File: src/rtl/pc_sequencer_if.sv
// Control/stack bundle between the decode stage (master) and the program-counter
// sequencer (slave).
interface pc_sequencer_if #(
    parameter int unsigned WIDTH = 10,
    parameter int unsigned DEPTH = 16
);
    localparam int unsigned DW = $clog2(DEPTH) + 1;

    logic             jump;
    logic             branch;
    logic             zero;
    logic             jal;
    logic             ret;
    logic             reti;
    logic [WIDTH-1:0] target;
    logic [WIDTH-1:0] stack_top;
    logic             irq;
    logic             irq_en;
    logic [WIDTH-1:0] pc;
    logic             stack_push;
    logic             stack_pop;
    logic [WIDTH-1:0] stack_data;
    logic [DW-1:0]    depth;
    logic             in_isr;
    logic             fault;

    modport master (
        output jump, branch, zero, jal, ret, reti, target, stack_top, irq, irq_en,
        input  pc, stack_push, stack_pop, stack_data, depth, in_isr, fault
    );

    modport slave (
        input  jump, branch, zero, jal, ret, reti, target, stack_top, irq, irq_en,
        output pc, stack_push, stack_pop, stack_data, depth, in_isr, fault
    );
endinterface

File: src/rtl/pc_sequencer.sv
// Program counter / next-address unit with call-depth tracking for a return-address
// stack; any stack overflow or underflow parks the sequencer in a sticky FAULT state.
module pc_sequencer #(
    parameter int unsigned      WIDTH     = 10,
    parameter int unsigned      DEPTH     = 16,
    parameter logic [WIDTH-1:0] RESET_VEC = '0,
    parameter logic [WIDTH-1:0] IRQ_VEC   = WIDTH'(10'h3FC)
) (
    input logic           clk,
    input logic           reset,
    pc_sequencer_if.slave bus
);
    localparam int unsigned DW = $clog2(DEPTH) + 1;

    localparam logic [0:0] RUN   = 1'b0;
    localparam logic [0:0] FAULT = 1'b1;

    logic [0:0]       state_q;
    logic [WIDTH-1:0] pc_q;
    logic [DW-1:0]    depth_q;
    logic             in_isr_q;

    logic             run;
    logic             irq_take;
    logic             any_ret;
    logic             do_ret;
    logic             do_jal;
    logic             do_tgt;
    logic             full;
    logic             empty;
    logic             overflow;
    logic             underflow;
    logic             push_ok;
    logic             pop_ok;
    logic [WIDTH-1:0] pc_inc;
    logic [WIDTH-1:0] pc_next;

    // One decision per cycle; each lower-priority control is masked by all higher ones.
    always_comb begin
        run       = (state_q == RUN);
        any_ret   = bus.ret | bus.reti;
        irq_take  = run & bus.irq & bus.irq_en & ~in_isr_q;
        do_ret    = run & ~irq_take & any_ret;
        do_jal    = run & ~irq_take & ~any_ret & bus.jal;
        do_tgt    = run & ~irq_take & ~any_ret & ~bus.jal & (bus.jump | (bus.branch & bus.zero));
        full      = (depth_q == DW'(DEPTH));
        empty     = (depth_q == '0);
        overflow  = (irq_take | do_jal) & full;
        underflow = do_ret & empty;
        push_ok   = (irq_take | do_jal) & ~full;
        pop_ok    = do_ret & ~empty;
        pc_inc    = pc_q + WIDTH'(1);

        pc_next = pc_inc;
        if (irq_take)
            pc_next = IRQ_VEC;
        else if (do_ret)
            pc_next = bus.stack_top;
        else if (do_jal || do_tgt)
            pc_next = bus.target;

        bus.stack_push = push_ok & ~reset;
        bus.stack_pop  = pop_ok & ~reset;
        // Interrupt entry returns to the interrupted instruction, a call to the next one.
        bus.stack_data = irq_take ? pc_q : pc_inc;
        bus.pc         = pc_q;
        bus.depth      = depth_q;
        bus.in_isr     = in_isr_q;
        bus.fault      = (state_q == FAULT);
    end

    always_ff @(posedge clk) begin
        if (reset) begin
            state_q  <= RUN;
            pc_q     <= RESET_VEC;
            depth_q  <= '0;
            in_isr_q <= 1'b0;
        end else if (state_q == RUN) begin
            if (overflow || underflow) begin
                state_q <= FAULT;
            end else begin
                pc_q <= pc_next;
                if (push_ok)
                    depth_q <= depth_q + DW'(1);
                else if (pop_ok)
                    depth_q <= depth_q - DW'(1);
                if (irq_take)
                    in_isr_q <= 1'b1;
                else if (do_ret && bus.reti)
                    in_isr_q <= 1'b0;
            end
        end
    end
endmodule

File: src/flat_wrapper.sv
// flat-port wrapper written by rule: the top's interface ports become plain ports
module pc_sequencer_flat 
#(
    parameter int unsigned      WIDTH     = 10,
    parameter int unsigned      DEPTH     = 16,
    parameter logic [WIDTH-1:0] RESET_VEC = '0,
    parameter logic [WIDTH-1:0] IRQ_VEC   = WIDTH'(10'h3FC)
)
  (clk, reset, bus_jump, bus_branch, bus_zero, bus_jal, bus_ret, bus_reti, bus_target, bus_stack_top, bus_irq, bus_irq_en, bus_pc, bus_stack_push, bus_stack_pop, bus_stack_data, bus_depth, bus_in_isr, bus_fault);
  pc_sequencer_if #(.WIDTH(WIDTH), .DEPTH(DEPTH)) bus_i ();
  input logic clk;
  input logic reset;
  input wire logic [$bits(bus_i.jump)-1:0] bus_jump;
  input wire logic [$bits(bus_i.branch)-1:0] bus_branch;
  input wire logic [$bits(bus_i.zero)-1:0] bus_zero;
  input wire logic [$bits(bus_i.jal)-1:0] bus_jal;
  input wire logic [$bits(bus_i.ret)-1:0] bus_ret;
  input wire logic [$bits(bus_i.reti)-1:0] bus_reti;
  input wire logic [$bits(bus_i.target)-1:0] bus_target;
  input wire logic [$bits(bus_i.stack_top)-1:0] bus_stack_top;
  input wire logic [$bits(bus_i.irq)-1:0] bus_irq;
  input wire logic [$bits(bus_i.irq_en)-1:0] bus_irq_en;
  output wire logic [$bits(bus_i.pc)-1:0] bus_pc;
  output wire logic [$bits(bus_i.stack_push)-1:0] bus_stack_push;
  output wire logic [$bits(bus_i.stack_pop)-1:0] bus_stack_pop;
  output wire logic [$bits(bus_i.stack_data)-1:0] bus_stack_data;
  output wire logic [$bits(bus_i.depth)-1:0] bus_depth;
  output wire logic [$bits(bus_i.in_isr)-1:0] bus_in_isr;
  output wire logic [$bits(bus_i.fault)-1:0] bus_fault;
  assign bus_i.jump = bus_jump;
  assign bus_i.branch = bus_branch;
  assign bus_i.zero = bus_zero;
  assign bus_i.jal = bus_jal;
  assign bus_i.ret = bus_ret;
  assign bus_i.reti = bus_reti;
  assign bus_i.target = bus_target;
  assign bus_i.stack_top = bus_stack_top;
  assign bus_i.irq = bus_irq;
  assign bus_i.irq_en = bus_irq_en;
  assign bus_pc = bus_i.pc;
  assign bus_stack_push = bus_i.stack_push;
  assign bus_stack_pop = bus_i.stack_pop;
  assign bus_stack_data = bus_i.stack_data;
  assign bus_depth = bus_i.depth;
  assign bus_in_isr = bus_i.in_isr;
  assign bus_fault = bus_i.fault;
  pc_sequencer #(.WIDTH(WIDTH), .DEPTH(DEPTH), .RESET_VEC(RESET_VEC), .IRQ_VEC(IRQ_VEC)) u_core (.clk(clk), .reset(reset), .bus(bus_i));
endmodule
File: config.mk
export PLATFORM = sky130hd
export DESIGN_NAME = pc_sequencer_flat
export DESIGN_NICKNAME = d
export VERILOG_FILES = /design/src/rtl/pc_sequencer_if.sv /design/src/rtl/pc_sequencer.sv /design/src/flat_wrapper.sv
export SDC_FILE = /design/constraint.sdc
export NUM_CORES = 1
export LEC_CHECK = 0
export BUFFER_PORTS_ARGS = -buffer_cell sky130_fd_sc_hd__clkbuf_2
export CAP_MARGIN = 10
export CELL_PAD_IN_SITES_DETAIL_PLACEMENT = 0
export CELL_PAD_IN_SITES_GLOBAL_PLACEMENT = 1
export CORE_ASPECT_RATIO = 1.5
export CORE_UTILIZATION = 36
export DETAILED_ROUTE_END_ITERATION = 12
export GPL_TIMING_DRIVEN = 0
export PLACE_DENSITY_LB_ADDON = 0.1
export REMOVE_ABC_BUFFERS = 1
export SLEW_MARGIN = 30
export SYNTH_ARGS = -nofsm -noshare
export SYNTH_HDL_FRONTEND = slang
export SYNTH_SLANG_ARGS = --single-unit
File: constraint.sdc
create_clock -name clk -period 6.8 [get_ports clk]
set_clock_uncertainty 0.05 [all_clocks]
set_input_delay 0.34 -clock clk [delete_from_list [all_inputs] [get_ports clk]]
set_output_delay 0.34 -clock clk [all_outputs]
set_load 0.05 [all_outputs]
Yosys cells after proc, flatten, opt, wreduce, memory -nomap -nowiden
Index checks and enable logic that the tools add are counted.

Output and inout port bits: 29. Input bits: 30. Register bits: 17. Logic and storage cells: 55.

Mux-type cells: 10. Reduce and logical (&&, ||, !) cells: 9. Equal/unequal tests: 1. Add/sub/neg operators: 3. Bitwise operators: 28.

Operators with widths (number): 10-bit two-way mux (4); 1-bit bitwise AND (16); 10-bit by 1-bit adder with 10-bit output, second input constant (1); 5-bit two-way mux (2); 1-bit inverter (9); 3-bit AND reduction (2); 5-bit by 1-bit adder with 5-bit output, second input constant (1); 5-bit == test, second input constant (1); 5-bit logical NOT (1); 5-bit by 1-bit subtractor with 5-bit output, second input constant (1); 1-bit two-way mux (4); 2-bit nonzero test (2); 1-bit OR (3); 1-bit logical OR (2); 2-bit AND reduction (1); 1-bit logical AND (1).

Depth between registers and ports, before layout
Gate-level depths: netlist (run 1).

Depth after elaboration: 13. Depth in mapped cells: 9. Mapped depth without buffers: 9.

Worst setup path after synthesis (run 1)
OpenSTA, ideal clock, no wires.

Kind: register to output. Start point: register u_core.depth_q[1] (netlist: u_core.bus.depth[1]). End point: output port bus_stack_pop. Arrival: 3.387 ns. Data required time: 6.410 ns. Cell stages (with the launch flop): 3. Path slack: 3.023 ns. Cells stage by stage: dfxtp_1 > nor4_4 > a2111oi_0.

Cells in the longest elaborated chain, start to end: 4.

RTL lines: from (decl) (RTL line pc_sequencer.sv:20) `logic [DW-1:0] depth_q;`; from (signal assigned) (RTL line pc_sequencer.sv:84) `depth_q <= depth_q + DW'(1);`; from (signal assigned) (RTL line pc_sequencer.sv:86) `depth_q <= depth_q - DW'(1);`; 5-bit logical NOT (RTL line pc_sequencer.sv:47) `empty = (depth_q == '0);`; 1-bit inverter (RTL line pc_sequencer.sv:51) `pop_ok = do_ret & ~empty;`; 1-bit bitwise AND (RTL line pc_sequencer.sv:51); 1-bit bitwise AND (RTL line pc_sequencer.sv:63) `bus.stack_pop = pop_ok & ~reset;`; to (decl) (RTL line flat_wrapper.sv:25) `output wire logic [$bits(bus_i.stack_pop)-1:0] bus_stack_pop;`.

No other way between the ends.

Worst setup path after layout (run 1)
Start point: register u_core.state_q (netlist: u_core.bus.fault). End point: register u_core.depth_q[4] (netlist: u_core.bus.depth[4]).

Cells in the longest elaborated chain, start to end: 13. Elaborated cells on any way between the ends: 19. Those cells by class: mux (1); bitwise (15); reduce/logical (3).

RTL lines: from (decl) (RTL line pc_sequencer.sv:18) `logic [0:0] state_q;`; from (signal assigned) (RTL line pc_sequencer.sv:74) `state_q <= RUN;`; from (signal assigned) (RTL line pc_sequencer.sv:80) `state_q <= FAULT;`; 1-bit inverter (*); 1-bit bitwise AND (3 in series) (RTL line pc_sequencer.sv:42) `irq_take = run & bus.irq & bus.irq_en & ~in_isr_q;`; 1-bit inverter (RTL line pc_sequencer.sv:43, pc_sequencer.sv:44); 1-bit bitwise AND (RTL line pc_sequencer.sv:43, pc_sequencer.sv:44); 1-bit bitwise AND (2 in series) (RTL line pc_sequencer.sv:44) `do_jal = run & ~irq_take & ~any_ret & bus.jal;`; 1-bit OR (RTL line pc_sequencer.sv:48, pc_sequencer.sv:50); 1-bit bitwise AND (RTL line pc_sequencer.sv:48) `overflow = (irq_take | do_jal) & full;`; 1-bit logical OR (RTL line pc_sequencer.sv:79) `if (overflow || underflow) begin`; 1-bit inverter (no source line); 3-bit AND reduction (no source line).

Every way passes the cells marked *; elsewhere a longest branch is shown, timed or not. A chain may end at the register's enable or synchronous reset.

==> results.sh, run 1 <==
export IMPL_cp_top_family="simple AND/OR/NAND/NOR gates"
export IMPL_place_area_um2=1700
export IMPL_critical_path_class="flop to flop"
export IMPL_cts_buffers=3
export IMPL_crit_buf_inv=0
export IMPL_hpwl_um=2920
export IMPL_drive_gt1_frac=0.320
export IMPL_routed_wl_um=3840
export IMPL_first_global_vias=1319
export IMPL_clk_latency_ns=0.26
export IMPL_fillCellCount=391
export IMPL_peakVddDrop_uv=259
export IMPL_final_max_slew_violation_count=0
export IMPL_syn_area_um2=1430
export IMPL_cpPeakStageDelay_ns=0.59
export IMPL_h_tree_depth=1
export IMPL_end_kind="flop"
export IMPL_maxSlewHeadroom=0.458
export IMPL_vias_per_cell=5.41
export IMPL_synth_ff_type="dfxtp_1"
export IMPL_first_iter_violations=20
export IMPL_syn_to_final_growth_pct=22.7
export IMPL_grt_max_degree=20
export IMPL_cts_hold_buffers=0
export IMPL_yosysWarnings=0
export IMPL_drc_errors=0
export IMPL_hold_class="input port to flop"
export IMPL_ys_ff_latch=17
export IMPL_die_height_um=79.1
export IMPL_rsz0062_at_grt="false"
export IMPL_antenna_found_initial=0
export IMPL_cts_reportedPaths_clkPinSlew_ns=0.07
export IMPL_crit_required_ns=6.94
export IMPL_tightestPinTransition_ns=0.813
export IMPL_drt_first_pass_iters=4
export IMPL_grt_total_usage=0.189
export IMPL_p_leak_nw=0.810
export IMPL_multi_input_area_um2=1000
export IMPL_initial_core_util=0.384
export IMPL_num_rows=27
export IMPL_synth_area_leaders="dfxtp_1, xnor2_1, nor2_1"
export IMPL_io_buffer_count=58
export IMPL_num_io_pins=59
export IMPL_setup_viol=0
export IMPL_ctsLongestPathBuffers=2
export IMPL_avgRoutedWirePerCell_um=14.2
export IMPL_hold_viol_final=0
export IMPL_core_um2=3720
export IMPL_tns_ns=0
export IMPL_fin_cells=271
export IMPL_post_cts_buffers=0
export IMPL_yosysUniqueCellTypes=46
export IMPL_synth_edf_count=0
export IMPL_cts_sinks=17
export IMPL_maxCapViolCount=0
export IMPL_diodes=0
export IMPL_dieArea_um2=4220
export IMPL_yosysMostFrequentCell="nor2_1"
export IMPL_fin_nets=262
export IMPL_cp_slowest_cell="nand4bb_1"
export IMPL_synth_area_per_cell_um2=7.96
export IMPL_cts_root_buf="clkbuf_8"
export IMPL_finalInstanceArea_um2=1750
export IMPL_regArea_um2=340
export IMPL_ys_seq_area_frac=0.239
export IMPL_dieWidth_um=53.4
export IMPL_netlist_instances=179
export IMPL_async_reset_ff_frac=0
export IMPL_fin_crit_sh=0.423
export IMPL_globalplace_congestion=0.739
export IMPL_num_vias=1465
export IMPL_grt_pass1_wl_um=6040
export IMPL_cts_tree="built"
export IMPL_path_max_fanout=11
export IMPL_cp_cell_sequence="nand4bb_1, a22oi_4, xnor2_1, ha_1, or3_1, a21oi_1, mux2i_1, or3_1, a21oi_1"
export IMPL_dpl_cell_count=267
export IMPL_synth_top_area_cell="dfxtp_1"
export IMPL_p_per_area_nw_per_um2=549
export IMPL_ys_top_cells_by_count="nor2_1, nand2_1, dfxtp_1, xnor2_1"
export IMPL_grt_overflow=0
export IMPL_cp_start_kind="flop"
export IMPL_synth_top_cell_area_share=0.239
export IMPL_arrival_ns=3.01
export IMPL_period_minus_slack_ns=2.87
export IMPL_cts_resized=0
export IMPL_antenna_left=0
export IMPL_status="complete, no violations"
export IMPL_fmax_ghz=0.348
## power breakdown
part           internal [mW]  switching, mW
Combinational          0.201          0.460
Clock                 0.0416         0.0360
Sequential             0.141         0.0794
Total                  0.384          0.575
## cells by family (layout without fill, tap and decap cells)
family                   count (synthesis)  in the layout  synth area share
buffers and inverters                   18             67            0.0614
multiplexers                             5              5            0.0360
AO/OA/AOI/OAI                           41             41             0.227
AND/OR/NAND/NOR                         75             75             0.287
flip-flops                              17             17             0.239
adder cells (fa/ha/maj)                  3              3            0.0263
XOR/XNOR                                20             20             0.123
## layer usage
layer,up-vias,track usage,routed length (µm)
li1,750,-,-
met3,5,0.0230,175
met2,37,0.353,2060
met1,673,0.209,1550
met5,-,0,0
met4,0,0.0632,53
## sequential cells by signal, indices dropped and copies added, names as in the netlist
| register | count |
|---|---|
| u_core.bus.in_isr | 1 |
| u_core.bus.fault | 1 |
| u_core.bus.pc | 10 |
| u_core.bus.depth | 5 |
## layout by cell type (no fill, tap or decap), types with 5 or more instances in the layout
| master | n |
|---|---|
| nand3_1 | 5 |
| clkbuf_2 | 58 |
| xor2_1 | 7 |
| or3_1 | 5 |
| nor2_1 | 22 |
| dfxtp_1 | 17 |
| a21oi_1 | 8 |
| a211o_1 | 8 |
| xnor2_1 | 13 |
| nand2_1 | 20 |
## worst register-to-register path, stage by stage, from the launching register on
cell and delay [ns]:
dfxtp_1 0.37, nand4bb_1 0.59, a22oi_4 0.47, xnor2_1 0.10
ha_1 0.23, or3_1 0.31, a21oi_1 0.15, mux2i_1 0.10
or3_1 0.31, a21oi_1 0.12
## worst paths after layout
check | to | slack, ns | from | cells after the start
max | u_core.bus.depth[4] | 3.93 | u_core.bus.fault | 9
min | u_core.bus.pc[2] | 0.27 | bus_stack_top[2] | 3
max reg2reg | u_core.bus.depth[4] | 3.93 | u_core.bus.fault | 9
min reg2reg | u_core.bus.in_isr | 0.47 | u_core.bus.in_isr | 2
## metrics by stage
step | utilization | setup slack [ns] | hold slack (ns) | power, mW
floorplan | - | 3.02 | 0.358 | 0.732
global placement | 0.458 | 4.00 | 0.442 | 0.871
detailed placement | 0.458 | 3.93 | 0.466 | 0.890
CTS | 0.470 | 3.91 | 0.273 | 0.969
global route | 0.470 | 3.72 | 0.276 | 1.02
finish | 0.470 | 3.93 | 0.274 | 0.959
## area by class of cell
cell class,instances,area share
Inverter,5,0.0107
Multi-Input combinational cell,144,0.572
Sequential cell,17,0.195
Clock buffer,4,0.0258
Timing Repair Buffer,58,0.166
Tap cell,43,0.0308
Power figures use the tool's default switching activity.
==> run 2, diff against run 1 <==
Settings changed: CORE_UTILIZATION 36 to 34.
Clock period 6.8 ns to 2.9 ns, I/O delays scaled along.
==> results.sh, run 2 (synthesized netlist as in run 1, its figures left out) <==
export IMPL_status="complete, no violations"
export IMPL_antenna_found_initial=0
export IMPL_p_per_area_nw_per_um2=1290
export IMPL_routed_wl_um=3980
export IMPL_p_leak_nw=0.811
export IMPL_cts_sinks=17
export IMPL_first_iter_violations=33
export IMPL_hold_viol_final=0
export IMPL_layout_commonest_cell="clkbuf_2"
export IMPL_utilization=0.440
export IMPL_core_um2=3990
export IMPL_clk_latency_ns=0.26
export IMPL_crit_required_ns=3.04
export IMPL_whs_ns=0.0786
export IMPL_ctsLongestPathBuffers=2
export IMPL_end_kind="flop"
export IMPL_avgRoutedWirePerCell_um=14.6
export IMPL_vias_per_cell=5.37
export IMPL_final_max_slew_violation_count=0
export IMPL_dieWidth_um=54.9
export IMPL_antenna_left=0
export IMPL_fin_crit_sh=0.939
export IMPL_cts_root_buf="clkbuf_8"
export IMPL_r2r_slack_ns=0.18
export IMPL_io_buffer_count=58
export IMPL_dieArea_um2=4460
export IMPL_fmax_ghz=0.367
export IMPL_grt_overflow=0
export IMPL_drive_gt1_frac=0.325
export IMPL_num_vias=1467
export IMPL_fin_cells=273
export IMPL_layout_common_cells="clkbuf_2, nor2_1, nand2_1"
export IMPL_worstHoldPathCells=3
export IMPL_globalplace_congestion=0.745
export IMPL_grt_max_degree=20
export IMPL_peakVddDrop_uv=700
export IMPL_fin_nets=262
export IMPL_arrival_ns=2.86
export IMPL_timing_rr_end="u_core.bus.depth[4]"
export IMPL_path_max_fanout=9
export IMPL_period_minus_slack_ns=2.72
export IMPL_tightestPinTransition_ns=0.810
export IMPL_cts_reportedPaths_clkPinSlew_ns=0.07
export IMPL_worstHoldEndpoint="u_core.bus.pc[7]"
export IMPL_drt_first_pass_iters=4
export IMPL_tns_ns=0
export IMPL_power_mw=2.26
export IMPL_cts_buffers=3
export IMPL_first_global_vias=1333
export IMPL_num_io_pins=59
export IMPL_grt_total_usage=0.187
export IMPL_largest_register_ffs=10
export IMPL_maxSlewHeadroom=0.460
export IMPL_die_height_um=81.3
export IMPL_hold_class="input port to flop"
export IMPL_initial_core_util=0.357
export IMPL_dpl_cell_count=269
export IMPL_rsz0062_at_grt="false"
export IMPL_num_rows=28
export IMPL_cp_start_kind="flop"
export IMPL_h_tree_depth=1
export IMPL_grt_pass1_wl_um=6030
export IMPL_hpwl_um=2940
export IMPL_maxCapViolCount=0
export IMPL_drc_errors=0
export IMPL_r2r_cells=9
export IMPL_post_cts_buffers=0
export IMPL_r2r_start="u_core.bus.fault"
export IMPL_cp_startpoint="u_core.bus.fault"
export IMPL_min_delay_start="bus_stack_top[7]"
export IMPL_cts_tree="built"
export IMPL_syn_to_final_growth_pct=23.2
export IMPL_setup_viol=0
export IMPL_critical_path_class="flop to flop"
export IMPL_diodes=0
-- run 2: routing by layer --
layer | share of wire | wire (µm) | vias to the layer above | GRT usage
met5 | 0 | 0 | - | 0
met4 | 0.015 | 61 | 0 | 0.0769
met3 | 0.035 | 139 | 5 | 0.0169
met2 | 0.55 | 2210 | 36 | 0.340
met1 | 0.39 | 1570 | 683 | 0.210
li1 | - | - | 743 | -
-- run 2: worst max-delay path, stage by stage, from the launching register on --
cell and delay (ns):
dfxtp_1 0.38, or4b_4 0.60, a22oi_4 0.30, xnor2_1 0.10, ha_1 0.22, or3_1 0.31, a21oi_1 0.16, mux2i_1 0.10
or3_1 0.31, a21oi_1 0.13
-- run 2: worst max path at each step --
stage | slack, ns | cells after the start | endpoint
after floorplan | -0.68 | 2 | bus_stack_pop
after global placement | 0.08 | 9 | u_core.bus.depth[4]
after detailed placement | 0.04 | 9 | u_core.bus.depth[4]
after CTS | 0.03 | 9 | u_core.bus.depth[4]
after global routing | 0.02 | 9 | u_core.bus.depth[4]
final | 0.18 | 9 | u_core.bus.depth[4]
-- run 2: final cells by class --
class	instances	area, µm²
fill	460	2240
clock buffer	4	45.0
tap	45	56.3
inverter	5	18.8
timing repair buffer	58	290
multi-input combinational	144	1000
sequential	17	340
-- run 2: report_power, final --
group          leakage, nW  switching [mW]  total [mW]  internal [mW]
Clock               0.0228          0.0868       0.185         0.0977
Sequential           0.141           0.188       0.519          0.331
Combinational        0.647            1.08        1.56          0.474
Total                0.811            1.36        2.26          0.903
-- run 2: through the flow --
step | instance area [µm²] | setup WS (ns)
3_5_place_dp | 1710 | 0.0423
6_report | 1760 | 0.178
4_1_cts | 1750 | 0.0252
2_1_floorplan | 1360 | -0.682
5_1_grt | 1760 | 0.0176
3_3_place_gp | 1700 | 0.0830
-- run 2: repair_timing --
action,CTS,global route
resized for setup,0,1
endpoints found under the setup margin,0,1
hold buffers,0,0
==> run 3, diff against run 2 <==
Settings changed: BUFFER_PORTS_ARGS -buffer_cell sky130_fd_sc_hd__clkbuf_2 to -buffer_cell sky130_fd_sc_hd__buf_2.
==> results.sh, run 3 (synthesized netlist as in run 1, its figures left out) <==
export IMPL_status="complete, no violations"
export IMPL_syn_to_final_growth_pct=23.2
export IMPL_first_iter_violations=20
export IMPL_fin_crit_sh=0.934
export IMPL_fin_nets=262
export IMPL_p_per_area_nw_per_um2=1290
export IMPL_internal_power_mw=0.908
export IMPL_path_max_fanout=9
export IMPL_hold_viol_final=0
export IMPL_globalplace_congestion=0.745
export IMPL_num_vias=1475
export IMPL_routed_wl_um=3990
export IMPL_vias_per_cell=5.40
export IMPL_grt_total_usage=0.183
export IMPL_maxSlewHeadroom=0.468
export IMPL_cts_reportedPaths_clkPinSlew_ns=0.07
export IMPL_grt_pass1_wl_um=5950
export IMPL_antenna_left=0
export IMPL_diodes=0
export IMPL_fillCellCount=448
export IMPL_largest_register_ffs=10
export IMPL_p_sw_frac=0.598
export IMPL_critical_path_class="flop to flop"
export IMPL_antenna_found_initial=0
export IMPL_cp_start_kind="flop"
export IMPL_end_kind="flop"
export IMPL_rsz0062_at_grt="false"
export IMPL_cts_root_buf="clkbuf_8"
export IMPL_drive_gt1_frac=0.325
export IMPL_cts_buffers=3
export IMPL_num_io_pins=59
export IMPL_maxCapViolCount=0
export IMPL_p_seq_frac=0.228
export IMPL_setup_ws_ns=0.191
export IMPL_p_leak_nw=0.816
export IMPL_drc_errors=0
export IMPL_final_max_slew_violation_count=0
export IMPL_utilization=0.440
export IMPL_peakVddDrop_uv=690
export IMPL_layout_common_cells="buf_2, nor2_1, nand2_1"
export IMPL_die_height_um=81.3
export IMPL_first_global_vias=1335
export IMPL_grt_max_degree=20
export IMPL_post_cts_buffers=0
export IMPL_initial_core_util=0.357
export IMPL_hpwl_um=2930
export IMPL_tightestPinTransition_ns=0.797
export IMPL_p_clk_frac=0.081
export IMPL_dieWidth_um=54.9
export IMPL_num_rows=28
export IMPL_crit_required_ns=3.04
export IMPL_cts_sinks=17
export IMPL_setup_viol=0
export IMPL_drt_first_pass_iters=4
export IMPL_ctsLongestPathBuffers=2
export IMPL_dieArea_um2=4460
export IMPL_power_net_switching_mw=1.35
export IMPL_fmax_ghz=0.369
export IMPL_cts_tree="built"
export IMPL_avgRoutedWirePerCell_um=14.6
export IMPL_clk_latency_ns=0.26
export IMPL_h_tree_depth=1
export IMPL_hold_class="input port to flop"
export IMPL_io_buffer_count=58
export IMPL_grt_overflow=0
export IMPL_place_ws_ns=0.0378
export IMPL_arrival_ns=2.85
export IMPL_layout_commonest_cell="buf_2"
export IMPL_combPwrFrac=0.691
export IMPL_period_minus_slack_ns=2.71
export IMPL_core_um2=3990
run 3: cell types whose count changed in the layout (fill, tap and decap cells not counted):
cell / previous run / this run
clkbuf_2: 58 / 0
buf_2: 0 / 58
run 3: per-layer routing:
| metal | track usage | vias up | part of all wire |
|---|---|---|---|
| met5 | 0 | - | 0 |
| met4 | 0.0692 | 0 | 0.014 |
| met3 | 0.0206 | 5 | 0.039 |
| met2 | 0.346 | 37 | 0.54 |
| met1 | 0.193 | 687 | 0.41 |
| li1 | - | 746 | - |
run 3: final cells by class:
| cell class | count | area (µm²) | area share |
|---|---|---|---|
| Clock buffer | 4 | 45.0 | 0.0257 |
| Multi-Input combinational cell | 144 | 1000 | 0.572 |
| Inverter | 5 | 18.8 | 0.0107 |
| Tap cell | 45 | 56.3 | 0.0321 |
| Timing Repair Buffer | 58 | 290 | 0.165 |
| Sequential cell | 17 | 340 | 0.194 |
run 3: metrics by stage:
stage	power, mW	hold WS [ns]	area (µm²)	instances	setup TNS (ns)
finish	2.26	0.0955	1760	273	0
global route	2.40	0.104	1760	273	0
CTS	2.27	0.0917	1750	273	0
detailed placement	2.08	0.368	1710	269	0
global placement	2.05	0.355	1700	269	0
floorplan	1.72	0.163	1360	166	-0.682
run 3: worst max-delay path: stages, from the launching register on:
cell	delay, ns
dfxtp_1	0.37
or4b_4	0.60
a22oi_4	0.30
xnor2_1	0.10
ha_1	0.22
or3_1	0.31
a21oi_1	0.15
mux2i_1	0.10
or3_1	0.31
a21oi_1	0.13
run 3: power by group through the flow:
stage | logic [mW] | registers [mW] | clock network [mW]
2_1_floorplan | 0.914 | 0.803 | 0
3_3_place_gp | 1.53 | 0.512 | 0
3_5_place_dp | 1.56 | 0.521 | 0
4_1_cts | 1.57 | 0.516 | 0.187
5_1_grt | 1.67 | 0.539 | 0.190
6_report | 1.56 | 0.516 | 0.183
run 3: worst paths after layout:
kind / from / endpoint / slack, ns / depth (start not counted)
hold / removal: bus_stack_top[7] / u_core.bus.pc[7] / 0.1 / 3
hold reg to reg: u_core.bus.in_isr / u_core.bus.in_isr / 0.49 / 2
setup / recovery: u_core.bus.fault / u_core.bus.depth[4] / 0.19 / 9
setup reg to reg: u_core.bus.fault / u_core.bus.depth[4] / 0.19 / 9
run 3: repair_timing:
item,in CTS,in global routing
setup endpoints to repair,0,1
hold buffers,0,0
gates resized for setup,0,1
endpoints found under the hold margin,0,0
